File: src/rtl/secuenciador_operaciones.sv
`timescale 1ns/1ps
`default_nettype none
// ============================================================================
// Module : secuenciador_operaciones
// Brief  : Sequences one request at a time into the 4-bit adder and returns
//          its Q/RCO. Optional SECUENCIADOR_AUTOCLEAR_EN adds a clear cycle.
// Rev    : 1.0
// ============================================================================
module secuenciador_operaciones #(
   parameter int WIDTH = 4
) (
   input  logic             clk,
   input  logic             rst,
   input  logic             i_req_valid,
   output logic             o_req_ready,
   input  logic [1:0]       i_req_op,
   input  logic [WIDTH-1:0] i_req_a,
   input  logic [WIDTH-1:0] i_req_b,
   input  logic             i_req_cin,
   output logic [WIDTH-1:0] o_a,
   output logic [WIDTH-1:0] o_b,
   output logic             o_cin,
   output logic             o_enb,
   output logic [1:0]       o_modo,
   input  logic [WIDTH-1:0] i_q,
   input  logic             i_rco,
   output logic             o_res_valid,
   input  logic             i_res_ready,
   output logic [WIDTH-1:0] o_res_q,
   output logic             o_res_rco
);

   localparam logic [2:0] c_IDLE  = 3'd0;
`ifdef SECUENCIADOR_AUTOCLEAR_EN
   localparam logic [2:0] c_CLEAR = 3'd1;
`endif
   localparam logic [2:0] c_EXEC  = 3'd2;
   localparam logic [2:0] c_WAIT  = 3'd3;
   localparam logic [2:0] c_RESP  = 3'd4;

   localparam logic [1:0] c_MODO_HOLD  = 2'b00;
   localparam logic [1:0] c_MODO_CLEAR = 2'b11;

   logic [2:0]       r_state;
   logic [2:0]       w_state_nxt;
   logic [WIDTH-1:0] r_a;
   logic [WIDTH-1:0] r_b;
   logic             r_cin;
   logic [1:0]       r_op;
   logic [WIDTH-1:0] r_res_q;
   logic             r_res_rco;
   logic             w_accept;

   // Ready is masked by reset so nothing is accepted while it is asserted
   assign o_req_ready = (r_state == c_IDLE) && !rst;
   assign w_accept    = i_req_valid && o_req_ready;

   always_comb begin
      w_state_nxt = r_state;
      case (r_state)
         c_IDLE: begin
            if (w_accept) begin
               case (i_req_op)
                  2'b00:   w_state_nxt = c_WAIT;
                  2'b11:   w_state_nxt = c_EXEC;
`ifdef SECUENCIADOR_AUTOCLEAR_EN
                  default: w_state_nxt = c_CLEAR;
`else
                  default: w_state_nxt = c_EXEC;
`endif
               endcase
            end
         end
`ifdef SECUENCIADOR_AUTOCLEAR_EN
         c_CLEAR: w_state_nxt = c_EXEC;
`endif
         c_EXEC:  w_state_nxt = c_WAIT;
         c_WAIT:  w_state_nxt = c_RESP;
         c_RESP: begin
            if (i_res_ready) begin
               w_state_nxt = c_IDLE;
            end
         end
         default: w_state_nxt = c_IDLE;
      endcase
   end

   // Adder controls decode straight from state so reset silences them at once
   always_comb begin
      o_enb  = 1'b0;
      o_modo = c_MODO_HOLD;
      case (r_state)
`ifdef SECUENCIADOR_AUTOCLEAR_EN
         c_CLEAR: begin
            o_enb  = 1'b1;
            o_modo = c_MODO_CLEAR;
         end
`endif
         c_EXEC: begin
            o_enb  = 1'b1;
            o_modo = r_op;
         end
         c_WAIT: begin
            o_enb  = 1'b1;
            o_modo = c_MODO_HOLD;
         end
         default: begin
            o_enb  = 1'b0;
            o_modo = c_MODO_HOLD;
         end
      endcase
   end

   always_ff @(posedge clk or posedge rst) begin
      if (rst) begin
         r_state   <= c_IDLE;
         r_a       <= '0;
         r_b       <= '0;
         r_cin     <= 1'b0;
         r_op      <= 2'b00;
         r_res_q   <= '0;
         r_res_rco <= 1'b0;
      end else begin
         r_state <= w_state_nxt;
         if (w_accept) begin
            r_a   <= i_req_a;
            r_b   <= i_req_b;
            r_cin <= i_req_cin;
            r_op  <= i_req_op;
         end
         // The adder's Q is registered, so WAIT sees the value EXEC produced
         if (r_state == c_WAIT) begin
            r_res_q   <= i_q;
            r_res_rco <= i_rco;
         end
      end
   end

   assign o_a         = r_a;
   assign o_b         = r_b;
   assign o_cin       = r_cin;
   assign o_res_valid = (r_state == c_RESP);
   assign o_res_q     = r_res_q;
   assign o_res_rco   = r_res_rco;

endmodule
`default_nettype wire

File: config.mk
export PLATFORM = sky130hd
export DESIGN_NAME = secuenciador_operaciones
export DESIGN_NICKNAME = d
export VERILOG_FILES = /design/src/rtl/secuenciador_operaciones.sv
export SDC_FILE = /design/constraint.sdc
export NUM_CORES = 1
export LEC_CHECK = 0
export ABC_AREA = 1
export CORE_UTILIZATION = 40
export DETAILED_ROUTE_END_ITERATION = 8
export PLACE_DENSITY = 0.84
export SETUP_SLACK_MARGIN = 0.5
export SYNTH_ARGS = -nofsm -noshare
export SYNTH_HDL_FRONTEND = slang
export SYNTH_SLANG_ARGS = --single-unit
File: constraint.sdc
create_clock -name clk -period 1.4 [get_ports clk]
set_clock_uncertainty 0.15 [all_clocks]
set_input_delay 0.28 -clock clk [delete_from_list [all_inputs] [get_ports clk]]
set_output_delay 0.28 -clock clk [all_outputs]
set_load 0.01 [all_outputs]
After elaboration in Yosys (flattened, before gate mapping)
Cells that the tools add are included.
{"block": "totals", "register_bits": 19, "inputBits": 20, "wordCells": 25, "output_inout_bits": 19}
{"block": "op_classes", "reduce_logical": 7, "eq_ne": 5, "muxes": 6}
{"operator": "$pmux 3 s4", "count": 1}
{"operator": "$eq 3x2->1 const B", "count": 2}
{"operator": "$mux 3", "count": 2}
{"operator": "$eq 3x3->1 const B", "count": 1}
{"operator": "$logic_not 3->1", "count": 1}
{"operator": "$logic_and 1x1->1", "count": 2}
{"operator": "$logic_not 2->1", "count": 1}
{"operator": "$mux 1", "count": 2}
{"operator": "$mux 2", "count": 1}
{"operator": "$ne 2x1->1 const B", "count": 1}
{"operator": "$ne 2x2->1 const B", "count": 1}
{"operator": "$reduce_and 2->1", "count": 1}
{"operator": "$reduce_or 2->1", "count": 1}
{"operator": "$logic_not 1->1", "count": 1}

Longest topological paths before layout
{"block": "logic_depth", "depth_word": 5, "ltp_mapped": 5, "mapped_depth_nobuf": 5}

Least setup slack after synthesis
No wires, ideal clock.
{"block": "synth_timing", "path_type": "in2reg", "from": "input port rst", "to": "register r_a[0], in the netlist o_a[0]", "path_slack_ns": -0.096, "n_path_buf": 1, "arrival_ns": 1.228, "stages": 5, "path_cell_list": "inv_1 -> nand4_4 -> clkbuf_8 -> nand2_1 -> o21ai_2"}
{"block": "synth_via", "elab_chain_len": 3}
{"item": "start, declared", "line_no": "13", "rtl": "input logic rst,"}
{"item": "$logic_not 1->1 (no line)"}
{"item": "$logic_and 1x1->1", "line_no": "55", "rtl": "assign o_req_ready = (r_state == c_IDLE) && !rst;"}
{"item": "$logic_and 1x1->1", "line_no": "56", "rtl": "assign w_accept = i_req_valid && o_req_ready;"}
{"item": "end signal, assigned", "line_no": "126", "rtl": "r_a <= i_req_a;"}
{"item": "end, declared", "line_no": "46", "rtl": "logic [WIDTH-1:0] r_a;"}
No other way between the ends.
A chain may end at the register's enable or synchronous reset.

Final worst setup path
{"block": "layout_timing", "from": "register r_state[2]", "to": "output port o_enb"}
{"block": "layout_via", "elab_chain_len": 3, "elab_cells_between_ends": 4}
{"item": "start, declared", "line_no": "44", "rtl": "logic [2:0] r_state;"}
{"item": "start signal, assigned", "line_no": "116", "rtl": "r_state <= c_IDLE;"}
{"item": "start signal, assigned", "line_no": "124", "rtl": "r_state <= w_state_nxt;"}
{"item": "$eq 3x2->1", "line_no": "92", "rtl": "case (r_state)"}
{"item": "$reduce_or 2->1 (no line) (*)"}
{"item": "$mux 1 (*)", "line_no": "92"}
{"item": "end, declared", "line_no": "23", "rtl": "output logic o_enb,"}
Mark *: on every way between the ends. The rest lies on a longest branch, timed or not.

==> flow_summary.yaml <==
logic_synthesis:
  syn_area_per_cell_um2: 9.206
  synth_seq_cells: 19
  ys_seq_area_share_pct: 54.36
  yosys_warnings: 0
  syn_area_um2: 874.6
  synth_nets: 115
  synth_top_area_share_pct: 54.36
  yosys-top-cells-area: "dfrtp_1 54%, o21ai_2 11%, inv_1 10%"
  yosys.area.top_type: "dfrtp_1"
  netlist-cell-type-count: 14
  netlist_instances: 95
clock_tree:
  cts_tree: "yes"
  cts_hold_buf: 0
  htreeDepth: 1
  cts_root_buf: "clkbuf_4"
  clk_latency_ps: 290
  cts_max_path_buffers: 2
  clkTransAtPathRegs_ps: 100
  cts_sinks: 19
  cts_made_buffers: 3
route:
  drt_iter0_drc: 9
  wl_per_cell_um: 12.57
  viasPerCell: 4.470
  vias: 818
  dr.pass1.iters: 4
  drt_drc_violations_left: 0
  wl_um: 2300
  ant_nets: 0
grt:
  grt_pass1_vias: 807
  grt_pass1_wl_um: 3870
  grt_max_degree: 20
  gr-usage-met2_pct: 40.28
  antenna_found_initial: 0
  grt_use_met3_pct: 3.145
  top_usage_layer: "met2"
  gr-usage-met1_pct: 25.82
  overflow: 0
  grtUsageTotal_pct: 22.30
timing:
  rsz0062_at_grt: "true"
  worst_pin_slew_ps: 193.6
  min_period_ps: 1736
  relSlewSlack_pct: 87.09
  fin_ws_ps: -336.1
  max_freq_ghz: 0.5760
  final-max-slew-violation-count: 0
  finalSetupViolCount: 18
  hold_viol: 0
  final.period_utilization_pct: 124.0
critical_path:
  end_kind: "output port"
  cp_top_family: "flip-flops"
  critPathRequiredTime_ps: 970
  setup.worst_path.start_class: "register"
  slowest_stage: "dfrtp_1"
  arrival_ps: 1310
  critPathKind: "reg2out"
  crit_chain: "buf_4 -> inv_4 -> nand3_2 -> nand2_1 -> buf_2"
  max_stage_delay_ps: 430
  crit_fanout: 3
  cp_num_buf_inv: 3
pwr:
  p_sw_share_pct: 38.87
  cellInternalPower_mw: 1.949
  switchingPower_mw: 1.239
  vdd_drop_max_mv: 1.189
  pwr-share-seq_pct: 31.9
  pwr-share-clk_pct: 8.3
  p_leak_nw: 0.8006
  p_total_mw: 3.189
  p_comb_share_pct: 59.8
  p_per_area_mw_per_mm2: 2087
finish:
  diodes: 0
  final_common_cell: "inv_1"
  nFillCells: 124
  regArea_um2: 476.7
  fin_cells: 183
  final_cell_mix: "22 x inv_1, 19 x clkdlybuf4s50_1, 18 x dfrtp_1"
  multi_input_area_um2: 360.3
  drive_above_1_share_pct: 49.36
  nets: 177
  syn_to_final_growth_pct: 74.68
floorplan:
  die_height_um: 48.76
  rows: 16
  dieArea_mm2: 0.002378
  pin_count: 39
  start_util_pct: 43.69
  die_width_um: 48.76
  core_mm2: 0.002002
run:
  cap_violations: 0
min_path:
  hp-class: "reg2reg"
outcome:
  outcome: "complete, but fails checks"
  violations: "setup timing"
placed_design:
  io_buffers: 38
  gp_congestion: 0.7897
  placedCellCount: 164
  dp_hpwl_um: 1505
per-stage QoR:
step	TNS (ps)	area, um2	hold slack (ps)	setup WS (ps)	utilization (%)
3_5_place_dp	-4556	1366	317.3	-478.9	68.25
6_report	-4931	1528	338.4	-336.1	76.31
2_1_floorplan	0	917.1	-7.682	83.90	-
3_3_place_gp	-3998	1366	313.6	-436.9	68.25
5_1_grt	-5792	1528	366.8	-377.2	76.31
4_1_cts	-3842	1461	342.6	-266.0	73.00
per-layer routing:
layer  up-vias  part of all wire [%]
met2        25                    55
li1        411                     -
met4         0                   1.9
met5         -                     0
met3         4                   2.3
met1       378                    40
cell type report:
class                   count  area share [%]
repair buffers             60           34.97
flip-flops and latches     19           31.20
well taps                  27           2.211
clock buffers               4           1.720
multi-input cells          49           23.59
inverters                  24           6.306
path summary, 6_finish.rpt:
path                            start         end  slack [ps]  cells past startpoint
max in group asynchronous         rst  r_state[1]         560                      4
min                            o_b[3]      o_b[3]         340                      2
max                        r_state[2]       o_enb        -340                      5
min reg2reg                    o_b[3]      o_b[3]         340                      2
min in group asynchronous         rst  o_res_q[0]         360                      4
max reg2reg                r_state[2]     r_op[0]        -300                     10
synthesized netlist by cell type:
cell / n
inv_1: 24
nand2_1: 22
dfrtp_1: 19
o21ai_2: 11
o21ai_0: 6
nor2_1: 4
nor3_1: 2
buf_2: 1
buf_6: 1
clkbuf_8: 1
nand3_1: 1
nand4_4: 1
nor2_4: 1
o211ai_1: 1
worst register-to-register path, cell delays in order, from the launching register on:
cell	delay, ps
dfrtp_1	430
nor2_4	150
buf_6	110
buf_4	90
buf_6	80
buf_6	80
buf_6	90
nand4_4	90
buf_12	180
nand2_2	80
o21ai_2	60
power by group through the flow:
| stage | Combinational (mW) | Sequential (mW) | Clock (mW) |
|---|---|---|---|
| final | 1.91 | 1.02 | 0.265 |
| after CTS | 1.70 | 1.01 | 0.273 |
| after global routing | 2.04 | 1.04 | 0.307 |
| after floorplan | 0.665 | 1.08 | 0 |
| after global placement | 1.44 | 0.979 | 0 |
| after detailed placement | 1.49 | 0.993 | 0 |
logic make-up (layout without fill, tap and decap cells):
family	count (synthesis)	in the layout	share of synthesized area (%)
compound gates	18	18	15.31
buf+inv	27	88	13.73
flops	19	19	54.36
simple gates	31	31	16.59
timing repair:
item                                    in CTS  in global routing
buffers inserted                             9                  5
gates cloned                                 1                  0
hold endpoints to repair                     0                  0
pin swaps                                    5                  1
endpoints found under the setup margin      57                 38
resized for setup                          103                  9
state kept, by name, indices dropped and copies added, names as in the netlist:
name / cells
r_state: 3
o_res_q: 4
o_cin: 1
r_op: 2
o_res_rco: 1
o_b: 4
o_a: 4
Note: power is estimated with default switching activity, not from simulation.
==> edit (same flow settings) <==
Reset style: synchronous (`rst`), changed in one clocked block.
--- a/src/rtl/secuenciador_operaciones.sv
+++ b/src/rtl/secuenciador_operaciones.sv
@@ -111,7 +111,7 @@
       endcase
    end
 
-   always_ff @(posedge clk or posedge rst) begin
+   always_ff @(posedge clk) begin
       if (rst) begin
          r_state   <= c_IDLE;
          r_a       <= '0;
Behaviour: differs if rst is asserted again (counterexample within 4 cycles, from zero or initial values and one cycle with rst high); with rst held inactive, the same outputs for 10 cycles.
==> edit against the unedited design <==
- the run still ends with setup timing left
- final cell count grew 8.2%
- setup slack improved by 0.13 ns
- count of clock-buffer cells in the layout unchanged
- wire length is 62% higher
- design area grew 7.4%
- core utilization up 16 points
- critical path depth increased by 4
- sequential cell count is the same
- area after synthesis decreased by 10%
- die area shrank 10%
- highest routed layer unchanged
Power is not compared: it rests on default switching activity, and its combinational part moved more than twofold at a synthesized area within 25%.
==> edit: results (changes against the unedited design) <==
* Placed Instances at 181 (was 164)
* CP max stage delay at 0.40 ns (was 0.43 ns)
* Final std cells w/o fill at 198 (was 183)
* Post-detail-place hpwl at 1460 um (was 1500 um)
* Synth async-reset ratio at 0% (was 100%)
* Status: complete, but fails checks (unchanged)
* Reg2reg start: r_state[0] (was r_state[2])
* Met1 wire length at 1380 um (was 929 um)
* Post-detailed-routing wire length at 3730 um (was 2300 um)
* Share of post-route cells with drive strength above 1 at 57.8% (was 49.4%)
* Hold_buf cts at 0 (unchanged)
* Hold_ws at 0.373 ns (was 0.338 ns)
* Area contributors post-synth: dfxtp_1, nor2_1, nand2_1, inv_1, o21ai_0 (was dfrtp_1, o21ai_2, inv_1, nand2_1, o21ai_0)
* Setup TNS Final at -2.31 ns (was -4.93 ns)
* Post-synthesis sequential area ratio at 48.6% (was 54.4%)
* Sequential share of cell area at 24.9% (was 31.2%)
* Clock network area share at 1.60% (was 1.72%)
* Syn Nets at 133 (was 115)
* First-pass GRT wire length at 4690 um (was 3870 um)
* GR Util All Layers at 33.4% (was 22.3%)
* Hold_sp: rst (was o_b[3])
* Vias in the first global route at 988 (was 807)
* NumNets Final at 194 (was 177)
* Placed cell area at 1270 sq um (was 1370 sq um)
* Sink of the worst hold path: r_state[2] (was o_b[3])
* Fillers at 64 (was 124)
* Multi-input logic area at 470 sq um (was 360 sq um)
* Invs w/o clock at 17 (was 24)
* Fraction of area in multi-input gates at 28.7% (was 23.6%)
* Non-clk bufs at 59 (was 60)
* Distinct cell type count after synthesis at 15 (was 14)
* Total Power at 1350 uW
* Met3 Wirelength at 250 um (was 52 um)
* Non-clock buffer share of cell area at 39.0% (was 35.0%)
* Post-CTS sizing at 134 (was 103)
* Max FO, Critical Path at 6 (was 3)
* Final setup viols at 16 (was 18)
* Failing checks: setup timing (unchanged)
* Met2 wire length at 1870 um (was 1270 um)
* R2r endpoint: o_a[3] (was r_op[0])
* Pre-CTS setup slack at -0.492 ns (was -0.479 ns)
* CP top delay family: buffers and inverters (was flip-flops)
* Synthesized instance count at 113 (was 95)
* 1st-iter DRT viols at 31 (was 9)
* Setup Buffers After CTS at 6 (was 9)
* Setup ws final at -0.206 ns (was -0.336 ns)
* Max-slew headroom at 82.3% (was 87.1%)
* Slowest CP cell: dfxtp_4 (was dfrtp_1)
* GP Congestion at 0.738 (was 0.790)
* Root buffer cell: clkbuf_4 (unchanged)
* Routed vias/inst at 5.20 (was 4.47)
* Hold crit path type: in -> reg (was reg -> reg)
* Row count at 15 (was 16)
* R2R cell count at 9 (was 10)
* Most frequent cells after synthesis: nor2_1, nand2_1, dfxtp_1 (was inv_1, nand2_1, dfrtp_1)
* CP arrival at 1.68 ns (was 1.31 ns)
* Multi-In Gates at 74 (was 49)
* Largest net degree at the start of global routing at 11 (was 20)
## edit: cell count changes after synthesis, moves of 10 or more
cell     delta
dfrtp_1    -19
dfxtp_1    +19
inv_1      -10
nor2_1     +33
o21ai_2    -11
## edit: worst max path at each step
stage / from / end / slack (ns) / cells past startpoint
final: r_state[0] / o_a[3] / -0.21 / 9
after global routing: r_state[0] / o_a[3] / -0.26 / 9
after CTS: r_state[0] / o_req_ready / -0.13 / 2
after detailed placement: rst / o_req_ready / -0.49 / 3
after global placement: rst / o_req_ready / -0.46 / 3
after floorplan: r_state[2] / o_b[3] / 0.29 / 5
## edit: cells by family (layout without fill, tap and decap cells)
logic type	count (synthesis)	count (layout)	synth area share [%]
AOI/OAI and AO/OA	7	7	4.79
buffers and inverters	20	80	10.5
DFF	19	19	48.6
and+or+nand+nor	67	67	36.1
## edit: per-layer routing
metal / vias up / track usage, %
met2: 68 / 56.3
met3: 26 / 9.02
met5: - / 0
li1: 461 / -
met4: 0 / 22.9
met1: 475 / 35.7
